`src/rtl/jpeg_decoder_axi_writer.sv`:
```
// Drains the JPEG decoder output FIFO into memory as AXI-4 INCR write bursts, one burst at a time.
// Optional sticky BRESP error handling: define JPEG_DECODER_AXI_WR_ERROR_EN.
module jpeg_decoder_axi_writer #(
    parameter int unsigned MAX_BURST = 16,
    parameter logic [3:0]  AXI_ID    = 4'd0
) (
    input  logic        clk_i,
    input  logic        rst_i,
    input  logic        cfg_start_i,
    input  logic [31:0] cfg_base_addr_i,
    input  logic [23:0] cfg_words_i,
    output logic        busy_o,
    output logic        done_o,
    output logic        error_o,
    input  logic [31:0] fifo_data_i,
    input  logic        fifo_valid_i,
    input  logic [10:0] fifo_level_i,
    output logic        fifo_pop_o,
    output logic        axi_awvalid_o,
    output logic [31:0] axi_awaddr_o,
    output logic [3:0]  axi_awid_o,
    output logic [7:0]  axi_awlen_o,
    output logic [1:0]  axi_awburst_o,
    input  logic        axi_awready_i,
    output logic        axi_wvalid_o,
    output logic [31:0] axi_wdata_o,
    output logic [3:0]  axi_wstrb_o,
    output logic        axi_wlast_o,
    input  logic        axi_wready_i,
    input  logic        axi_bvalid_i,
    input  logic [1:0]  axi_bresp_i,
    input  logic [3:0]  axi_bid_i,
    output logic        axi_bready_o
);

    localparam int unsigned LEN_W  = 9;
    localparam int unsigned PAGE_W = 13;

    typedef enum logic [2:0] {S_IDLE, S_CALC, S_ADDR, S_DATA, S_RESP} state_e;

    state_e             state_q, state_d;
    logic [31:0]        addr_q, addr_d;
    logic [23:0]        remain_q, remain_d;
    logic [LEN_W-1:0]   len_q, len_d;
    logic [7:0]         beat_q, beat_d;
    logic               done_q, done_d;
    logic               error_q, error_d;

    logic [PAGE_W-1:0]  page_bytes_c;
    logic [PAGE_W-1:0]  page_words_c;
    logic [LEN_W-1:0]   calc_len_c;
    logic [23:0]        remain_next_c;
    logic               wvalid_c;
    logic               wlast_c;
    logic               bresp_err_c;
    logic               unused_c;

`ifdef JPEG_DECODER_AXI_WR_ERROR_EN
    assign bresp_err_c = (axi_bresp_i != 2'b00);
`else
    assign bresp_err_c = 1'b0;
`endif
    assign unused_c = ^{axi_bid_i, axi_bresp_i};

    // Burst length: limited by MAX_BURST, words left, and the distance to the next 4KB page.
    always_comb begin
        page_bytes_c = PAGE_W'(13'd4096 - {1'b0, addr_q[11:0]});
        page_words_c = page_bytes_c >> 2;
        calc_len_c   = LEN_W'(MAX_BURST);
        if (remain_q < 24'(calc_len_c)) begin
            calc_len_c = LEN_W'(remain_q);
        end
        if (page_words_c < PAGE_W'(calc_len_c)) begin
            calc_len_c = LEN_W'(page_words_c);
        end
    end

    assign remain_next_c = remain_q - 24'(len_q);
    assign wvalid_c      = (state_q == S_DATA) && fifo_valid_i;
    assign wlast_c       = (beat_q == 8'(len_q - LEN_W'(1)));

    always_comb begin
        state_d  = state_q;
        addr_d   = addr_q;
        remain_d = remain_q;
        len_d    = len_q;
        beat_d   = beat_q;
        done_d   = 1'b0;
        error_d  = error_q;
        unique case (state_q)
            S_IDLE: begin
                if (cfg_start_i) begin
                    addr_d   = {cfg_base_addr_i[31:2], 2'b00};
                    remain_d = cfg_words_i;
                    error_d  = 1'b0;
                    if (cfg_words_i == 24'd0) begin
                        done_d = 1'b1;
                    end else begin
                        state_d = S_CALC;
                    end
                end
            end
            S_CALC: begin
                // Wait until the whole burst is buffered so W never stalls on the FIFO.
                len_d = calc_len_c;
                if (fifo_level_i >= 11'(calc_len_c)) begin
                    state_d = S_ADDR;
                end
            end
            S_ADDR: begin
                if (axi_awready_i) begin
                    beat_d  = 8'd0;
                    state_d = S_DATA;
                end
            end
            S_DATA: begin
                if (wvalid_c && axi_wready_i) begin
                    if (wlast_c) begin
                        state_d = S_RESP;
                    end else begin
                        beat_d = beat_q + 8'd1;
                    end
                end
            end
            S_RESP: begin
                if (axi_bvalid_i) begin
                    addr_d   = addr_q + {21'd0, len_q, 2'b00};
                    remain_d = remain_next_c;
                    if (bresp_err_c) begin
                        error_d = 1'b1;
                        done_d  = 1'b1;
                        state_d = S_IDLE;
                    end else if (remain_next_c == 24'd0) begin
                        done_d  = 1'b1;
                        state_d = S_IDLE;
                    end else begin
                        state_d = S_CALC;
                    end
                end
            end
            default: state_d = S_IDLE;
        endcase
    end

    always_ff @(posedge clk_i) begin
        if (rst_i) begin
            state_q  <= S_IDLE;
            addr_q   <= 32'd0;
            remain_q <= 24'd0;
            len_q    <= '0;
            beat_q   <= 8'd0;
            done_q   <= 1'b0;
            error_q  <= 1'b0;
        end else begin
            state_q  <= state_d;
            addr_q   <= addr_d;
            remain_q <= remain_d;
            len_q    <= len_d;
            beat_q   <= beat_d;
            done_q   <= done_d;
            error_q  <= error_d;
        end
    end

    assign busy_o        = (state_q != S_IDLE);
    assign done_o        = done_q;
    assign error_o       = error_q;
    assign fifo_pop_o    = wvalid_c && axi_wready_i;
    assign axi_awvalid_o = (state_q == S_ADDR);
    assign axi_awaddr_o  = addr_q;
    assign axi_awid_o    = AXI_ID;
    assign axi_awlen_o   = 8'(len_q - LEN_W'(1));
    assign axi_awburst_o = 2'b01;
    assign axi_wvalid_o  = wvalid_c;
    assign axi_wdata_o   = fifo_data_i;
    assign axi_wstrb_o   = 4'hF;
    assign axi_wlast_o   = wlast_c;
    assign axi_bready_o  = 1'b1;

endmodule

```
`config.mk`:
```
export PLATFORM = sky130hd
export DESIGN_NAME = jpeg_decoder_axi_writer
export DESIGN_NICKNAME = d
export VERILOG_FILES = /design/src/rtl/jpeg_decoder_axi_writer.sv
export SDC_FILE = /design/constraint.sdc
export NUM_CORES = 1
export LEC_CHECK = 0
export BUFFER_PORTS_ARGS = -buffer_cell sky130_fd_sc_hd__buf_2
export CORE_MARGIN = 2
export CORE_UTILIZATION = 40
export CTS_CLUSTER_DIAMETER = 100
export CTS_CLUSTER_SIZE = 40
export DETAILED_ROUTE_END_ITERATION = 7
export GPL_ROUTABILITY_DRIVEN = 0
export PLACE_DENSITY = 0.68
export SLEW_MARGIN = 40
export SYNTH_ARGS = -nofsm -noshare
export SYNTH_HDL_FRONTEND = slang
export SYNTH_SLANG_ARGS = --single-unit
```
`constraint.sdc`:
```
create_clock -name clk_i -period 9.7 [get_ports clk_i]
set_clock_uncertainty 0.15 [all_clocks]
set_input_delay 0.97 -clock clk_i [delete_from_list [all_inputs] [get_ports clk_i]]
set_output_delay 0.97 -clock clk_i [all_outputs]
set_load 0.1 [all_outputs]
```
==> impl_metrics.ini <==
[outcome]
status = complete, no violations

[pwr]
p_per_area_nw_per_um2 = 276
vdd_ir_drop_max_mv = 0.136
p_int_mw = 0.926
seqPwrFrac = 0.221
combPwrFrac = 0.590
p_sw_mw = 1.04
switching_share = 0.528
cellLeakagePower_nw = 2.98
clockPowerShare = 0.189

[clock_tree]
cts_tree = built
hold_buffers = 0
cts_repair_resize_count = 0
cts_setup_buffers = 0
clk_latency_ns = 0.34
cts_root_buf = clkbuf_16
ctsLongestPathBuffers = 2
cts_inserted_buffers = 9
h-tree-depth = 3
clk_pin_slew_ns = 0.06
cts.sinks = 75

[critical_path]
end_kind = flop
r2r-start = remain_q[15]
cp.arrival_ns = 5.79
reg2reg_depth = 18
crit_type = reg -> reg
critPathBufInv = 0
path_max_fanout = 9
path_cells = or4_1 -> nor3_1 -> and3_1 -> ha_1 -> a21o_1 -> a21o_1 -> a21oi_1 -> nor2_1 -> a211o_1 -> nor3_4 -> mux2_2 -> ha_1 -> a21oi_1 -> o21ai_0 -> a21oi_1 -> nor4_1 -> a31oi_1 -> a311oi_1
cpMostUsedCell = a21oi_1
r2r-end = state_q[0]
startpoint = remain_q[15]
critPathTopFamily = simple AND/OR/NAND/NOR gates
rrSetupSlack_ns = 4.01
cp_data_required_time_ns = 9.80
critical-path-max-stage-delay_ns = 0.70
crit_slowest_cell = or4_1
setup.worst_path.start_class = flop

[global_route]
grt_busiest_layer = met2
first_global_vias = 5973
antenna_found_initial = 2
overflow = 0
grt_pass1_wl_mm = 30.4
met1_usage = 0.309
grt_util_met2 = 0.358
use_met3 = 0.0423
grt_max_degree = 71
grt_usage = 0.224

[min_path]
min_to = axi_awaddr_o[26]
hold_class = reg -> reg
holdCritStartpoint = axi_awaddr_o[26]
holdPathStages = 2

[timing]
finalCriticalPeriod_ns = 5.69
hold_violations = 0
tightest_slew_ns = 0.756
rsz0062_at_grt = no
finalMaxSlewViolations = 0
setup_slack_ns = 4.01
max_freq_ghz = 0.176
fin_hold_ws_ns = 0.314
setup_violations = 0
slew_headroom = 0.496
tns_ns = 0
fin_crit_sh = 0.587

[die]
die_w_um = 130
rows = 46
initial_utilization = 0.405
ios = 202
die_h_um = 130
die_area_um2 = 17000
core_um2 = 15800

[yosys]
postSynthRegisterBits = 75
netlist_instances = 838
synth_edf_count = 0
synth_top_family_by_area = compound AO/OA/AOI/OAI gates
synthSimpleGateAreaFrac = 0.243
synth_fa_ha_area_frac = 0.0826
yosysSeqAreaShare = 0.235
syn_avg_cell_area_um2 = 7.63
synthMuxAreaShare = 0.0210
ys_warn_count = 0
synth_compound_area_frac = 0.260
synth-async-reset-ratio = 0
synth_xor_area_frac = 0.0493
yosys_most_used_dff = dfxtp_1
synth_area_um2 = 6390
synth.distinct_cells = 75

[detailed_routing]
drtIter0Drc = 414
ant_nets = 0
drc = 0
num_vias = 6420
wirelength_mm = 18.9
avgViaCountPerCell = 5.75
first_pass_iters = 7
routedWlPerCell_um = 16.9

[layout]
antenna_cells = 0
layout_commonest_cell = buf_2
drive_gt1_frac = 0.182
nets = 1048
area_growth_syn_to_layout_pct = 11.4
layout_common_cells = 115 x buf_2, 86 x nor2_1, 74 x dfxtp_1

[job]
drv_cap = 0

[placed_design]
dp_hpwl_mm = 14.2
dp_slack_ns = 4.08
portBuffers = 115
[registers in the layout, summed over array words and instances (netlist names)]
name,cells
axi_awaddr_o,30
remain_q,24
len_q,9
beat_q,8
state_q,3
done_o,1
[cell type report]
type / count / area, µm²
Fill cell: 1622 / 8650
Multi-Input combinational cell: 655 / 4270
Sequential cell: 75 / 1500
Timing Repair Buffer: 122 / 632
Tap cell: 216 / 270
Clock buffer: 11 / 253
Inverter: 32 / 120
Clock inverter: 5 / 75.1
[metrics by stage]
step                      utilization  total power [mW]  cell area, µm²  std cells
after global placement          0.430              1.57            6780       1099
after detailed placement        0.430              1.58            6780       1099
after global routing            0.452              2.08            7120       1116
after floorplan                     -              1.43            6450        854
after CTS                       0.451              1.96            7110       1115
final                           0.452              1.96            7120       1116
[synthesized netlist by cell type, drive strengths merged (15+ instances only)]
| library cell | n | area (µm²) |
|---|---|---|
| a211oi | 21 | 158 |
| a21oi | 59 | 295 |
| a311oi | 20 | 175 |
| and3 | 15 | 95.1 |
| buf | 58 | 429 |
| clkbuf | 34 | 139 |
| dfxtp | 75 | 1500 |
| ha | 39 | 488 |
| inv | 32 | 120 |
| nand2 | 64 | 240 |
| nand3 | 21 | 105 |
| nor2 | 86 | 323 |
| nor3 | 27 | 151 |
| nor4 | 20 | 131 |
| o21ai | 29 | 149 |
| xnor2 | 23 | 201 |
[metal layers]
metal  part of all wire  vias to the layer above
met3              0.071                       23
li1                   -                     3161
met5            0.00069                        -
met4              0.017                        2
met2               0.44                      257
met1               0.47                     2977
[worst reg2reg max path, cell delays in order (launching register included)]
cell	delay, ns
dfxtp_1	0.38
or4_1	0.70
nor3_1	0.39
and3_1	0.38
ha_1	0.31
a21o_1	0.19
a21o_1	0.17
a21oi_1	0.13
nor2_1	0.05
a211o_1	0.27
nor3_4	0.30
mux2_2	0.41
ha_1	0.28
a21oi_1	0.06
o21ai_0	0.17
a21oi_1	0.14
nor4_1	0.63
a31oi_1	0.20
a311oi_1	0.29
[kinds of logic (layout without fill, tap and decap cells)]
group           Yosys count  count (layout)
simple gates            308             308
mux                      13              13
fa+ha+maj                41              41
flops                    75              75
buf+inv                 124             170
other cells               2              18
compound gates          239             239
xor+xnor                 36              36
[worst max path at each step]
stage	depth (start not counted)	slack, ns	end
finish	18	4.01	state_q[0]
global placement	18	4.13	state_q[0]
detailed placement	18	4.08	state_q[0]
CTS	18	4.05	state_q[0]
global route	18	3.61	state_q[0]
floorplan	8	3.78	axi_wlast_o
[power groups by stage]
stage          clock network (mW)  registers (mW)  logic (mW)
6_report                    0.372           0.434        1.16
5_1_grt                     0.389           0.443        1.25
4_1_cts                     0.377           0.431        1.15
3_5_place_dp                    0           0.438        1.14
3_3_place_gp                    0           0.438        1.14
2_1_floorplan                   0           0.561       0.869
Note: power is estimated with default switching activity, not from simulation.
